### config.mk
export PLATFORM = sky130hd
export DESIGN_NAME = imm_gen_queue
export DESIGN_NICKNAME = d
export VERILOG_FILES = /design/src/rtl/imm_gen_queue.sv
export SDC_FILE = /design/constraint.sdc
export NUM_CORES = 1
export LEC_CHECK = 0
export BUFFER_PORTS_ARGS = -buffer_cell sky130_fd_sc_hd__clkbuf_2
export CORE_UTILIZATION = 50
export CTS_BUF_LIST = sky130_fd_sc_hd__clkbuf_8
export DETAILED_ROUTE_END_ITERATION = 12
export PLACE_DENSITY_LB_ADDON = 0.08
export REMOVE_ABC_BUFFERS = 1
export SETUP_SLACK_MARGIN = 0.02
export SLEW_MARGIN = 10
export SYNTH_ARGS = -nofsm -noshare
export SYNTH_HDL_FRONTEND = slang
export SYNTH_SLANG_ARGS = --single-unit
### constraint.sdc
create_clock -name clk -period 5.85 [get_ports clk]
set_clock_uncertainty 0.1 [all_clocks]
set_input_delay 0.2925 -clock clk [delete_from_list [all_inputs] [get_ports clk]]
set_output_delay 0.2925 -clock clk [all_outputs]
set_load 0.02 [all_outputs]
### src/rtl/imm_gen_queue.sv
// RISC-V immediate generator feeding a DEPTH-entry valid/ready output queue.
// Optional CSR-immediate decode is enabled by defining IMM_GEN_ZICSR_EN.
module imm_gen_queue #(
  parameter int unsigned XLEN  = 32,
  parameter int unsigned DEPTH = 2,
  parameter int unsigned TAG_W = 32
) (
  input  logic                     clk,
  input  logic                     nrst,
  input  logic                     flush,
  input  logic                     in_valid,
  output logic                     in_ready,
  input  logic [31:0]              in_inst,
  input  logic [TAG_W-1:0]         in_tag,
  output logic                     out_valid,
  input  logic                     out_ready,
  output logic [XLEN-1:0]          out_imm,
  output logic [2:0]               out_type,
  output logic [TAG_W-1:0]         out_tag,
  output logic                     out_illegal,
  output logic [$clog2(DEPTH):0]   occupancy
);

  localparam int unsigned PW = $clog2(DEPTH);
  localparam int unsigned CW = PW + 1;

  typedef enum logic [2:0] {
    T_NONE = 3'd0,
    T_I    = 3'd1,
    T_S    = 3'd2,
    T_SB   = 3'd3,
    T_UJ   = 3'd4,
    T_U    = 3'd5,
    T_CSR  = 3'd6
  } imm_type_e;

  localparam logic [6:0] OP_IMM    = 7'b0010011;
  localparam logic [6:0] OP_LOAD   = 7'b0000011;
  localparam logic [6:0] OP_JALR   = 7'b1100111;
  localparam logic [6:0] OP_IMM32  = 7'b0011011;
  localparam logic [6:0] OP_STORE  = 7'b0100011;
  localparam logic [6:0] OP_BRANCH = 7'b1100011;
  localparam logic [6:0] OP_LUI    = 7'b0110111;
  localparam logic [6:0] OP_AUIPC  = 7'b0010111;
  localparam logic [6:0] OP_JAL    = 7'b1101111;
  localparam logic [6:0] OP_OP     = 7'b0110011;
  localparam logic [6:0] OP_OP32   = 7'b0111011;
  localparam logic [6:0] OP_SYSTEM = 7'b1110011;

  logic [XLEN-1:0] dec_imm;
  imm_type_e       dec_type;
  logic            dec_ill;
  logic            sgn;
  logic            unused_funct3;

  assign sgn           = in_inst[31];
  assign unused_funct3 = ^in_inst[14:12];

  always_comb begin
    dec_imm  = '0;
    dec_type = T_NONE;
    dec_ill  = 1'b0;
    case (in_inst[6:0])
      OP_IMM, OP_LOAD, OP_JALR: begin
        dec_type = T_I;
        dec_imm  = {{(XLEN-12){sgn}}, in_inst[31:20]};
      end
      OP_IMM32: begin
        if (XLEN == 64) begin
          dec_type = T_I;
          dec_imm  = {{(XLEN-12){sgn}}, in_inst[31:20]};
        end else begin
          dec_ill = 1'b1;
        end
      end
      OP_STORE: begin
        dec_type = T_S;
        dec_imm  = {{(XLEN-12){sgn}}, in_inst[31:25], in_inst[11:7]};
      end
      OP_BRANCH: begin
        dec_type = T_SB;
        dec_imm  = {{(XLEN-13){sgn}}, in_inst[31], in_inst[7], in_inst[30:25],
                    in_inst[11:8], 1'b0};
      end
      OP_JAL: begin
        dec_type = T_UJ;
        dec_imm  = {{(XLEN-21){sgn}}, in_inst[31], in_inst[19:12], in_inst[20],
                    in_inst[30:21], 1'b0};
      end
      OP_LUI, OP_AUIPC: begin
        // bit 31 sits inside the replication so the XLEN=32 case needs no zero-width fill
        dec_type = T_U;
        dec_imm  = {{(XLEN-31){sgn}}, in_inst[30:12], 12'b0};
      end
      OP_OP: ;
      OP_OP32: dec_ill = (XLEN != 64);
      OP_SYSTEM: begin
`ifdef IMM_GEN_ZICSR_EN
        if (in_inst[14]) begin
          dec_type = T_CSR;
          dec_imm  = {{(XLEN-5){1'b0}}, in_inst[19:15]};
        end else begin
          dec_type = T_I;
          dec_imm  = {{(XLEN-12){sgn}}, in_inst[31:20]};
        end
`else
        dec_type = T_I;
        dec_imm  = {{(XLEN-12){sgn}}, in_inst[31:20]};
`endif
      end
      default: dec_ill = 1'b1;
    endcase
  end

  logic [XLEN-1:0]  imm_q  [DEPTH];
  imm_type_e        type_q [DEPTH];
  logic [TAG_W-1:0] tag_q  [DEPTH];
  logic             ill_q  [DEPTH];

  logic [PW-1:0] wr_ptr_q, wr_ptr_d;
  logic [PW-1:0] rd_ptr_q, rd_ptr_d;
  logic [CW-1:0] cnt_q, cnt_d;
  logic          push, pop;

  assign in_ready  = (cnt_q != CW'(DEPTH));
  assign out_valid = (cnt_q != '0);
  assign push      = in_valid && in_ready;
  assign pop       = out_valid && out_ready;
  assign occupancy = cnt_q;

  always_comb begin
    wr_ptr_d = wr_ptr_q;
    rd_ptr_d = rd_ptr_q;
    cnt_d    = cnt_q;
    if (flush) begin
      wr_ptr_d = '0;
      rd_ptr_d = '0;
      cnt_d    = '0;
    end else begin
      if (push) wr_ptr_d = wr_ptr_q + PW'(1);
      if (pop)  rd_ptr_d = rd_ptr_q + PW'(1);
      case ({push, pop})
        2'b10:   cnt_d = cnt_q + CW'(1);
        2'b01:   cnt_d = cnt_q - CW'(1);
        default: ;
      endcase
    end
  end

  always_ff @(posedge clk or negedge nrst) begin
    if (!nrst) begin
      wr_ptr_q <= '0;
      rd_ptr_q <= '0;
      cnt_q    <= '0;
    end else begin
      wr_ptr_q <= wr_ptr_d;
      rd_ptr_q <= rd_ptr_d;
      cnt_q    <= cnt_d;
    end
  end

  // Payload needs no reset: every output is masked by out_valid.
  always_ff @(posedge clk) begin
    if (push && !flush) begin
      imm_q[wr_ptr_q]  <= dec_imm;
      type_q[wr_ptr_q] <= dec_type;
      tag_q[wr_ptr_q]  <= in_tag;
      ill_q[wr_ptr_q]  <= dec_ill;
    end
  end

  assign out_imm     = out_valid ? imm_q[rd_ptr_q]  : '0;
  assign out_type    = out_valid ? type_q[rd_ptr_q] : T_NONE;
  assign out_tag     = out_valid ? tag_q[rd_ptr_q]  : '0;
  assign out_illegal = out_valid ? ill_q[rd_ptr_q]  : 1'b0;

endmodule

## Word level (Yosys, flattened, before mapping)

Memories as Yosys holds them, arrays and structs flattened.
Cells that the tools add are included.

| storage, ports and cells | value |
|---|---|
| register bits after elaboration | 4 |
| latch bits | 0 |
| bits in writable memories | 136 |
| memory bits (read-only) | 0 |
| input port bits | 69 |
| word-level logic and storage cells | 50 |
| memories kept | 4 |

| operators by class | value |
|---|---|
| add/subtract/negate cells | 4 |
| multiply operators | 0 |
| divide/modulo/power cells | 0 |
| $lt $le $gt $ge | 0 |
| equal/unequal tests | 13 |
| shift operators | 0 |
| muxes and demuxes | 15 |
| bitwise logic cells | 0 |
| reduce and logical (&&, ||, !) cells | 11 |

Memories:

| name | words | width | rd ports | clocked after memory_dff | write ports | line | source |
|---|---|---|---|---|---|---|---|
| imm_q | 2 | 32 | 1 | 0 | 1 | 115 | `logic [XLEN-1:0] imm_q [DEPTH];` |
| tag_q | 2 | 32 | 1 | 0 | 1 | 117 | `logic [TAG_W-1:0] tag_q [DEPTH];` |
| type_q | 2 | 3 | 1 | 0 | 1 | 116 | `imm_type_e type_q [DEPTH];` |
| ill_q | 2 | 1 | 1 | 0 | 1 | 118 | `logic ill_q [DEPTH];` |

Operators with widths:

| operator | count |
|---|---|
| case mux 32 bit (5 select lines) | 1 |
| two-way mux 32 bit | 2 |
| == test 7 bit (second input constant) | 4 |
| == test 7 x 6 -> 1 bit (second input constant) | 3 |
| case mux 3 bit (5 select lines) | 1 |
| == test 7 x 5 -> 1 bit (second input constant) | 2 |
| OR reduction 10 bit | 1 |
| two-way mux 1 bit | 8 |
| == test 7 x 2 -> 1 bit (second input constant) | 1 |
| nonzero test 2 bit | 3 |
| case mux 2 bit (2 select lines) | 1 |
| OR reduction 4 bit | 1 |
| logical AND 1 bit | 3 |
| two-way mux 3 bit | 1 |
| nonzero test 3 bit | 1 |
| adder 1 bit (second input constant) | 2 |
| adder 2 x 1 -> 2 bit (second input constant) | 1 |
| == test 2 x 1 -> 1 bit (second input constant) | 1 |
| == test 2 bit (second input constant) | 1 |
| two-way mux 2 bit | 1 |
| inequality test 2 bit (second input constant) | 1 |
| OR reduction 2 bit | 1 |
| subtractor 2 x 1 -> 2 bit (second input constant) | 1 |
| zero test 1 bit | 1 |

## Longest topological paths before layout

Gate-level depths: netlist (run 1).

| logic depth | value |
|---|---|
| depth in word-level cells | 5 |
| depth in mapped cells | 6 |

## Worst setup path before layout (run 1)

No wires, ideal clock.

| timing | value |
|---|---|
| kind | flip-flop to flip-flop |
| from | register cnt_q[0] (netlist: occupancy[0]) |
| to | memory ill_q[1], enable pin |
| setup time | 0.592 ns |
| data arrival time | 5.944 ns |
| data required time | 5.158 ns |
| path slack | -0.786 ns |
| stages on the path, launching flop included | 4 |
| path through | dfrtp_1 -> nand2b_1 -> nand2_1 -> nor3b_1 |

| on the way | value |
|---|---|
| longest elaborated chain between the ends | 5 |

RTL lines:

| element | line | source |
|---|---|---|
| start, declared | 122 | `logic [CW-1:0] cnt_q, cnt_d;` |
| start signal, assigned | 158 | `cnt_q <= cnt_d;` |
| inequality test 2 bit | 125 | `assign in_ready = (cnt_q != CW'(DEPTH));` |
| named net in_ready | 12 | `output logic in_ready,` |
| logical AND 1 bit | 127 | `assign push = in_valid && in_ready;` |
| logical AND 1 bit | 164 | `if (push && !flush) begin` |
| two-way mux 1 bit | 164 |  |
| two-way mux 1 bit (implied by the code) | 168 | `ill_q[wr_ptr_q] <= dec_ill;` |
| end, declared | 118 |  |

The timed path passes the listed nets, and every way through them passes these cells.

## Worst setup path after layout (run 1)

| timing | value |
|---|---|
| from | register rd_ptr_q |
| to | output port out_imm[6] |

| on the way | value |
|---|---|
| longest elaborated chain between the ends | 2 |

RTL lines:

| element | line | source |
|---|---|---|
| start, declared | 121 | `logic [PW-1:0] rd_ptr_q, rd_ptr_d;` |
| start signal, assigned | 157 | `rd_ptr_q <= rd_ptr_d;` |
| memory read (2 x 32 bit) | -- |  |
| two-way mux 32 bit | 172 | `assign out_imm = out_valid ? imm_q[rd_ptr_q] : '0;` |
| end, declared | 17 | `output logic [XLEN-1:0] out_imm,` |

No other way between the ends.

==> metrics.yaml, run 1 <==
synth_seq_area_share: 0.706
tritoncts_num_sinks: 140
p_per_area_mw_per_mm2: 285
area_delta_synth_final_pct: 25.0
placed_area_mm2: 0.00674
worst_path_max_fanout: 44
timing.critical_path.to_type: "output pin"
r2r_slack_ns: 3.13
postSynthRegisterBits: 140
final-setup-viol-count: 0
clk_latency_ns: 0.43
post_synth_main_area_contributors: "sky130_fd_sc_hd__edfxtp_1 (69%), sky130_fd_sc_hd__mux2i_1 (12%), sky130_fd_sc_hd__nor2_1 (5.1%)"
grt_start_max_net_pins: 45
ir_worst_vdd_v: 0.000165
final.fill_count: 865
ys.warnings.count: 0
grt_first_pass_wirelength_mm: 18.8
power_leakage_nw: 2.91
place_inst: 668
route.detailed.vias_per_inst: 5.22
synth.cell_area_mm2: 0.00592
timing.setup.tns_ns: 0
dieWidth_um: 111
worst-setup-path-type: "register to output pin"
drc: 0
clock_path_buffers: 2
finalWeightedCongestion: 0.813
rr_worst_depth: 4
antenna_violating_nets_post_route: 0
setup_repair_after_global_routing_missed_its_margin: "false"
totalWireLength_mm: 11.7
initial_core_util: 0.517
worst-slew-pin-transition_ns: 1.17
finalCriticalPeriod_ns: 2.87
final_net_count: 647
clkSlewWorstSetupHoldPaths_ns: 0.07
area_of_the_multi_input_gates_mm2: 0.00162
seq_power_share: 0.553
globalRouteOverflowTotal: 0
most_used_standard_cell_by_instance_count_after_synthesis: "sky130_fd_sc_hd__edfxtp_1"
core_region_area_mm2: 0.0115
postSynth.topFlopCell: "sky130_fd_sc_hd__edfxtp_1"
worstSetupStartpointType: "register"
crit-reg2reg-capture: "imm_q[0][6]"
min_period_over_period: 0.491
comb_power_share: 0.141
hold_path_class: "primary input to register"
synth_edf_count: 136
timing.max_slew.rel_slack: 0.214
crit_path_start: "rd_ptr_q"
crit_required_ns: 5.46
maximum_level_of_the_cts_h_tree: 4
seqCellArea_mm2: 0.00419
design_area_mm2: 0.00740
synth_async_sr_flop_share: 0.0286
drive_gt1_frac: 0.305
clk_root_buffer_cell: "sky130_fd_sc_hd__clkbuf_8"
chip_height_um: 111
post_cts.repair.setup_buffers: 0
drv.max_cap_violation_count: 0
setup.worst_path.end: "out_imm[6]"
netSwitchingFraction: 0.252
power_report.internal_total_mw: 1.58
port_buffers: 140
insertedDiodeCount: 0
final.setup.worst_slack_ns: 2.98
grt_antenna_before_repair: 0
post_drt_wl_per_cell_um: 16.0
critical_path.reg2reg.startpoint: "occupancy[0]"
drt-pass1-iter-count: 4
total_switching_power_mw: 0.531
report.final.hold_viol_count: 0
yosys.area.top_type_share: 0.689
number_of_drc_violations_after_detailed_routing_iteration_0: 196
dp_hpwl_mm: 7.40
number_of_global_route_vias_before_repair: 3778
numCtsBuffers: 17
max_clock_freq_mhz: 348
clkPwrFrac: 0.306
yosys-top-cells-count: "sky130_fd_sc_hd__edfxtp_1 (136), sky130_fd_sc_hd__nor2_1 (81), sky130_fd_sc_hd__mux2i_1 (69)"
die-area_mm2: 0.0123
synth.distinct_cells: 38
synth.largest_area_cell: "sky130_fd_sc_hd__edfxtp_1"
io_pins: 141
grtUsageTotal: 0.200
syn_inst: 401
worst-endpoint-arrival_ns: 2.48
row_count: 39
final_max_slew_viol_count: 0
finalNonFillerCells: 733
place_worst_setup_slack_ns: 3.10
tritoncts: "yes"
result_of_the_run: "finished clean"
vias: 3824
syn_avg_cell_area_um2: 14.8
-- routing by layer --
layer / vias up / GRT usage / wire length (µm) / part of all wire
met2: 120 / 0.332 / 5890 / 0.50
met3: 22 / 0.0541 / 613 / 0.052
met1: 1846 / 0.246 / 4950 / 0.42
li1: 1836 / - / - / -
met4: 0 / 0.0862 / 246 / 0.021
met5: - / 0 / 0 / 0
-- cell families after synthesis --
| logic type | after synthesis | synth area share |
|---|---|---|
| mux | 69 | 0.117 |
| flops | 140 | 0.706 |
| xor+xnor | 2 | 0.00296 |
| simple gates | 120 | 0.0923 |
| compound gates | 45 | 0.0583 |
| buf+inv | 25 | 0.0234 |
-- registers in the layout, summed over array words and instances, names as in the netlist --
signal,cells
occupancy,2
ill_q,2
imm_q,64
wr_ptr_q,1
type_q,6
tag_q,64
rd_ptr_q,1
-- layout make-up --
cell class / count / share of cell area
tap: 143 / 0.0242
clock inverter: 14 / 0.0120
multi-input combinational: 236 / 0.218
sequential: 140 / 0.566
clock buffer: 17 / 0.0316
inverter: 3 / 0.00152
timing repair buffer: 180 / 0.147
-- cell usage in the layout (no fill, tap or decap), types with 2 or more instances in the layout --
cell type	synthesis	final
sky130_fd_sc_hd__clkbuf_2	0	140
sky130_fd_sc_hd__edfxtp_1	136	136
sky130_fd_sc_hd__nor2_1	81	80
sky130_fd_sc_hd__mux2i_1	69	69
sky130_fd_sc_hd__dlygate4sd3_1	0	34
sky130_fd_sc_hd__a21o_1	19	19
sky130_fd_sc_hd__clkbuf_8	0	17
sky130_fd_sc_hd__nand2_1	10	10
sky130_fd_sc_hd__a21oi_1	7	7
sky130_fd_sc_hd__and2_1	6	6
sky130_fd_sc_hd__buf_4	4	6
sky130_fd_sc_hd__nand2b_1	5	5
sky130_fd_sc_hd__nand3_1	5	5
sky130_fd_sc_hd__inv_1	3	5
sky130_fd_sc_hd__clkinv_2	0	5
sky130_fd_sc_hd__clkinv_1	0	5
sky130_fd_sc_hd__nor3_1	5	4
sky130_fd_sc_hd__a22o_1	4	4
sky130_fd_sc_hd__dfrtp_1	4	3
sky130_fd_sc_hd__a32oi_1	2	2
sky130_fd_sc_hd__a21oi_2	2	2
sky130_fd_sc_hd__o21ai_0	2	2
sky130_fd_sc_hd__xor2_1	2	2
-- how the worst min path moves through the flow --
stage / startpoint / end / cells after the start
after floorplan: nrst / occupancy[0] / 0
after global placement: nrst / occupancy[1] / 1
after detailed placement: nrst / occupancy[0] / 1
after CTS: out_ready / occupancy[0] / 3
after global routing: in_inst[19] / imm_q[0][19] / 2
final: in_inst[14] / imm_q[0][14] / 2
-- worst max-delay path: stages (launching register included) --
cell	delay (ns)
sky130_fd_sc_hd__dfrtp_4	0.73
sky130_fd_sc_hd__buf_4	0.70
sky130_fd_sc_hd__mux2i_1	0.28
sky130_fd_sc_hd__nor2_1	0.07
sky130_fd_sc_hd__clkbuf_2	0.19
-- metrics by stage --
| step | hold slack, ns | power (mW) | utilization |
|---|---|---|---|
| final | 0.0509 | 2.11 | 0.646 |
| after global routing | 0.0400 | 2.20 | 0.646 |
| after CTS | 0.0137 | 2.13 | 0.646 |
| after detailed placement | 0.00135 | 1.47 | 0.588 |
| after global placement | 0.00325 | 1.46 | 0.588 |
| after floorplan | -0.103 | 1.37 | - |
-- repair_timing --
item | CTS | global route
endpoints found under the setup margin | 0 | 0
endpoints found under the hold margin | 72 | 0
hold buffers | 34 | 0
resized for setup | 0 | 0
-- power groups by stage --
stage / sequential, mW / combinational [mW] / clock [mW]
2_1_floorplan: 1.20 / 0.169 / 0
3_3_place_gp: 1.19 / 0.279 / 0
3_5_place_dp: 1.19 / 0.282 / 0
4_1_cts: 1.17 / 0.301 / 0.664
5_1_grt: 1.17 / 0.323 / 0.702
6_report: 1.17 / 0.297 / 0.646
(Power assumes the default switching activity.)
==> inputs of run 2 (changes only) <==
--- a/config.mk
+++ b/config.mk
@@ -5,6 +5,7 @@
 export SDC_FILE = /design/constraint.sdc
 export NUM_CORES = 1
 export LEC_CHECK = 0
+export ABC_AREA = 1
 export BUFFER_PORTS_ARGS = -buffer_cell sky130_fd_sc_hd__clkbuf_2
 export CORE_UTILIZATION = 50
 export CTS_BUF_LIST = sky130_fd_sc_hd__clkbuf_8
==> constraint.sdc (replaced) <==
create_clock -name clk -period 2.45 [get_ports clk]
set_clock_uncertainty 0.1 [all_clocks]
set_input_delay 0.1225 -clock clk [delete_from_list [all_inputs] [get_ports clk]]
set_output_delay 0.1225 -clock clk [all_outputs]
set_load 0.02 [all_outputs]
==> metrics.yaml, run 2 <==
grt_util_met2: 0.388
number_of_global_route_vias_before_repair: 4379
grt.busiest_layer: "met2"
grt_start_max_net_pins: 71
yosys.area.top_type_share: 0.689
clk_root_buffer_cell: "sky130_fd_sc_hd__clkbuf_8"
cts_hold_buffers: 62
grt_first_pass_wirelength_mm: 21.7
setup_repair_after_global_routing_missed_its_margin: "false"
port_buffers: 140
number_of_drc_violations_after_detailed_routing_iteration_0: 313
maximum_level_of_the_cts_h_tree: 4
synth.cell_area_mm2: 0.00593
io_pins: 141
area_delta_synth_final_pct: 31.9
synth_seq_area_share: 0.706
cp_num_buf_inv: 2
finalCriticalPeriod_ns: 2.28
clock_path_buffers: 2
post_drt_wl_per_cell_um: 15.0
yosys-top-cells-count: "sky130_fd_sc_hd__nand2_1 (192), sky130_fd_sc_hd__edfxtp_1 (136), sky130_fd_sc_hd__a21oi_1 (70)"
max_clock_freq_mhz: 439
totalWireLength_mm: 13.5
result_of_the_run: "finished clean"
place_inst: 806
syn_avg_cell_area_um2: 11.0
globalRouteMet3Util: 0.0563
final.fill_count: 888
post_cts.repair.setup_buffers: 0
clkSlewWorstSetupHoldPaths_ns: 0.08
syn_inst: 539
finalNonFillerCells: 900
drv.max_cap_violation_count: 0
reg_top3: "imm_q: 64 flops, tag_q: 64 flops, type_q: 6 flops"
insertedDiodeCount: 0
hold_path_class: "primary input to register"
row_count: 39
post_cts_resized: 0
design_area_mm2: 0.00782
final_common_cell: "sky130_fd_sc_hd__nand2_1"
timing.critical_path.to_type: "output pin"
p_per_area_mw_per_mm2: 921
postSynth.topFlopCell: "sky130_fd_sc_hd__edfxtp_1"
path_cells: "nor2_4 > buf_4 > a21oi_1 > clkbuf_2"
report.final.hold_viol_count: 0
dp_hpwl_mm: 8.31
hold-worst-slack_ns: 0.0287
vias: 4604
cpLargestDelayFamily: "buffers and inverters"
drc: 0
min_period_over_period: 0.930
final_max_slew_viol_count: 0
globalRouteOverflowTotal: 0
clk_latency_ns: 0.42
drive_gt1_frac: 0.263
synth.distinct_cells: 24
grtUsageTotal: 0.227
finalWeightedCongestion: 0.801
tritoncts: "yes"
synth_edf_count: 136
initial_core_util: 0.517
worst_path_max_fanout: 23
numCtsBuffers: 17
tritoncts_num_sinks: 140
timing.max_slew.rel_slack: 0.460
most_used_standard_cell_by_instance_count_after_synthesis: "sky130_fd_sc_hd__nand2_1"
post_synth_main_area_contributors: "sky130_fd_sc_hd__edfxtp_1 (69%), sky130_fd_sc_hd__nand2_1 (12%), sky130_fd_sc_hd__a21oi_1 (5.9%)"
synth.largest_area_cell: "sky130_fd_sc_hd__edfxtp_1"
slowest_stage: "sky130_fd_sc_hd__nor2_4"
route.detailed.vias_per_inst: 5.12
final-setup-viol-count: 0
drt-pass1-iter-count: 6
final_net_count: 813
synth_async_sr_flop_share: 0.0286
ir_worst_vdd_v: 0.000614
dieWidth_um: 111
power_leakage_nw: 3.39
worst-endpoint-arrival_ns: 2.06
worst-setup-path-type: "register to output pin"
worst-slew-pin-transition_ns: 0.808
postSynthRegisterBits: 140
placed_area_mm2: 0.00681
ys.warnings.count: 0
antenna_violating_nets_post_route: 0
most-common-layout-cells: "sky130_fd_sc_hd__nand2_1 (192), sky130_fd_sc_hd__clkbuf_2 (140), sky130_fd_sc_hd__edfxtp_1 (136)"
crit_required_ns: 2.23
gr-usage-met1: 0.288
chip_height_um: 111
cpPeakStageDelay_ns: 0.52
die-area_mm2: 0.0123
core_region_area_mm2: 0.0115
grt_antenna_before_repair: 0
timing.setup.tns_ns: 0
worstSetupStartpointType: "register"
[run 2: layout make-up]
class                           count  area, µm²  share of cell area
Sequential cell                   140       4190               0.535
Multi-Input combinational cell    341       1520               0.194
Timing Repair Buffer              214       1440               0.184
Clock buffer                       17        234              0.0299
Tap cell                          143        179              0.0229
Clock inverter                     15        155              0.0198
Inverter                           30        113              0.0144
[run 2: cells by family (layout without fill, tap and decap cells)]
kind of cell	Yosys count	count (layout)	share of synthesized area
buffers and inverters	58	276	0.0418
AOI/OAI and AO/OA	75	75	0.0635
DFF	140	140	0.706
and+or+nand+nor	266	266	0.189
[run 2: per-stage QoR]
stage               power (mW)  setup WS, ns  utilization
floorplan                 4.41         -2.07            -
finish                    7.20         0.171        0.682
CTS                       7.24         0.139        0.682
detailed placement        5.35         0.547        0.594
global route              7.54        0.0378        0.682
global placement          5.32         0.614        0.594
[run 2: power breakdown]
part / internal, mW / switching (mW) / leakage, nW
logic: 0.719 / 1.73 / 1.86
clock network: 0.985 / 0.845 / 0.199
registers: 2.85 / 0.0702 / 1.32
total: 4.56 / 2.64 / 3.39
[run 2: layer usage]
layer / share of wire / vias up / routed length [µm]
met1: 0.42 / 2193 / 5660
met3: 0.055 / 15 / 747
met2: 0.51 / 149 / 6950
met5: 0 / - / 0
met4: 0.012 / 0 / 167
li1: - / 2247 / -
[run 2: final timing paths]
path	from	to	slack [ns]	cells after the start
max in group asynchronous	nrst	rd_ptr_q	1.57	3
max	occupancy[0]	out_tag[26]	0.17	4
min	in_valid	wr_ptr_q	0.03	4
max reg2reg	occupancy[0]	rd_ptr_q	0.24	5
min in group asynchronous	nrst	occupancy[0]	0.49	3
min reg2reg	wr_ptr_q	wr_ptr_q	0.47	1
[run 2: worst register-to-register path: stages, from the launching register on]
cell and delay, ns:
sky130_fd_sc_hd__dfrtp_1 0.45, sky130_fd_sc_hd__nor2_4 0.52, sky130_fd_sc_hd__nor2_1 0.20, sky130_fd_sc_hd__o21ai_0 0.17
sky130_fd_sc_hd__dlygate4sd3_1 0.56, sky130_fd_sc_hd__a21oi_1 0.04
==> inputs of run 3 (changes only) <==
--- a/config.mk
+++ b/config.mk
@@ -5,15 +5,15 @@
 export SDC_FILE = /design/constraint.sdc
 export NUM_CORES = 1
 export LEC_CHECK = 0
-export ABC_AREA = 1
+export ABC_AREA = 0
 export BUFFER_PORTS_ARGS = -buffer_cell sky130_fd_sc_hd__clkbuf_2
 export CORE_UTILIZATION = 50
 export CTS_BUF_LIST = sky130_fd_sc_hd__clkbuf_8
+export CTS_CLUSTER_SIZE = 14
 export DETAILED_ROUTE_END_ITERATION = 12
 export PLACE_DENSITY_LB_ADDON = 0.08
 export REMOVE_ABC_BUFFERS = 1
 export SETUP_SLACK_MARGIN = 0.02
-export SLEW_MARGIN = 10
 export SYNTH_ARGS = -nofsm -noshare
 export SYNTH_HDL_FRONTEND = slang
 export SYNTH_SLANG_ARGS = --single-unit
==> metrics.yaml, run 3 (same netlist as run 1, synthesis figures left out) <==
result_of_the_run: "finished clean"
number_of_drc_violations_after_detailed_routing_iteration_0: 236
cpPeakStageDelay_ns: 0.72
clk_latency_ns: 0.42
antenna_violating_nets_post_route: 0
dieWidth_um: 111
vias: 3939
max_clock_freq_mhz: 470
clock_path_buffers: 2
number_of_global_route_vias_before_repair: 4117
grtUsageTotal: 0.212
final_net_count: 680
worstSetupStartpointType: "register"
timing.critical_path.to_type: "output pin"
drc: 0
post_drt_wl_per_cell_um: 16.0
grt_first_pass_wirelength_mm: 19.9
dp_hpwl_mm: 7.45
seqCellArea_mm2: 0.00419
placed_area_mm2: 0.00682
total_switching_power_mw: 1.36
timing.setup.tns_ns: 0
tritoncts: "yes"
clkPwrFrac: 0.356
clkSlewWorstSetupHoldPaths_ns: 0.07
worst-setup-path-type: "register to output pin"
totalWireLength_mm: 12.3
core_region_area_mm2: 0.0115
slowest_stage: "sky130_fd_sc_hd__dfrtp_4"
chip_height_um: 111
finalNonFillerCells: 767
finalWeightedCongestion: 0.890
most-common-layout-cells: "sky130_fd_sc_hd__clkbuf_2 (140), sky130_fd_sc_hd__edfxtp_1 (136), sky130_fd_sc_hd__nor2_1 (80)"
final-setup-viol-count: 0
path_cells: "buf_12 > mux2i_1 > nor2_1 > clkbuf_2"
post_cts.repair.setup_buffers: 0
area_of_the_multi_input_gates_mm2: 0.00162
die-area_mm2: 0.0123
report.final.hold_viol_count: 0
ir_worst_vdd_v: 0.000391
hold_path_class: "primary input to register"
finalCriticalPeriod_ns: 2.13
p_per_area_mw_per_mm2: 699
place_inst: 670
final.fill_count: 821
seq_power_share: 0.503
post-route-util: 0.689
grt_antenna_before_repair: 0
port_buffers: 140
route.detailed.vias_per_inst: 5.14
numCtsBuffers: 17
final_max_slew_viol_count: 0
drt-pass1-iter-count: 5
setup_repair_after_global_routing_missed_its_margin: "false"
power_leakage_nw: 3.10
reg_top3: "imm_q: 64 flops, tag_q: 64 flops, type_q: 6 flops"
crit_required_ns: 2.23
io_pins: 141
min_period_over_period: 0.868
drv.max_cap_violation_count: 0
row_count: 39
comb_power_share: 0.140
power_report.internal_total_mw: 4.16
area_delta_synth_final_pct: 33.5
netSwitchingFraction: 0.247
drive_gt1_frac: 0.301
clk_root_buffer_cell: "sky130_fd_sc_hd__clkbuf_8"
worst_path_max_fanout: 26
maximum_level_of_the_cts_h_tree: 4
tritoncts_num_sinks: 140
timing.max_slew.rel_slack: 0.438
initial_core_util: 0.517
worst-slew-pin-transition_ns: 0.840
worst-endpoint-arrival_ns: 1.90
globalRouteOverflowTotal: 0
final_common_cell: "sky130_fd_sc_hd__clkbuf_2"
insertedDiodeCount: 0
design_area_mm2: 0.00791
grt_start_max_net_pins: 47
-- run 3: cell types whose count changed in the layout (fill, tap and decap cells not counted), moves of 19 or more --
cell and change:
sky130_fd_sc_hd__a21o_1 +19, sky130_fd_sc_hd__nand3_1 -34, sky130_fd_sc_hd__inv_1 -24, sky130_fd_sc_hd__a21oi_1 -63, sky130_fd_sc_hd__mux2i_1 +69, sky130_fd_sc_hd__nand2_1 -182
sky130_fd_sc_hd__nor2_1 +66
-- run 3: final timing paths --
kind | start | to | slack [ns] | cells past startpoint
worst max-delay path | rd_ptr_q | out_tag[25] | 0.32 | 4
worst min-delay path | in_inst[3] | type_q[0][0] | 0.15 | 2
worst max register to register | occupancy[0] | imm_q[1][30] | 0.53 | 4
worst min register to register | wr_ptr_q | wr_ptr_q | 0.56 | 2
max in group asynchronous | nrst | rd_ptr_q | 1.52 | 3
min in group asynchronous | nrst | occupancy[1] | 0.52 | 3
-- run 3: cell type report --
cell class,instances,area share
Timing Repair Buffer,213,0.186
Multi-Input combinational cell,236,0.205
Clock buffer,17,0.0296
Clock inverter,15,0.0255
Inverter,3,0.00142
Sequential cell,140,0.530
Tap cell,143,0.0226
-- run 3: timing repair --
| action | in CTS | in global routing |
|---|---|---|
| gates resized for setup | 0 | 0 |
| endpoints found under the hold margin | 136 | 0 |
| hold buffers | 65 | 0 |
-- run 3: through the flow --
stage / setup WS [ns] / total power, mW / hold slack (ns)
6_report: 0.324 / 5.53 / 0.146
5_1_grt: 0.191 / 5.74 / 0.131
4_1_cts: 0.244 / 5.59 / 0.0901
3_5_place_dp: 0.536 / 3.53 / -0.159
3_3_place_gp: 0.590 / 3.52 / -0.163
2_1_floorplan: -4.19 / 3.27 / -0.273
-- run 3: routing by layer --
metal | vias up | GRT usage | wire [µm] | part of all wire
li1 | 1909 | - | - | -
met1 | 1897 | 0.251 | 5130 | 0.42
met2 | 123 | 0.369 | 6470 | 0.53
met3 | 10 | 0.0432 | 521 | 0.042
met4 | 0 | 0.101 | 144 | 0.012
met5 | - | 0 | 0 | 0
-- run 3: power groups by stage --
stage          Combinational (mW)  Sequential [mW]  Clock (mW)
6_report                    0.775             2.78        1.97
5_1_grt                     0.837             2.79        2.12
4_1_cts                     0.780             2.78        2.02
3_5_place_dp                0.697             2.84           0
3_3_place_gp                0.688             2.83           0
2_1_floorplan               0.404             2.86           0
-- run 3: critical path, delay by kind of cell, from the launching register on --
family                 cells  cell delay (ns)
buffers and inverters      2             0.46
AND/OR/NAND/NOR            1             0.07
multiplexers               1             0.21
flip-flops                 1             0.72
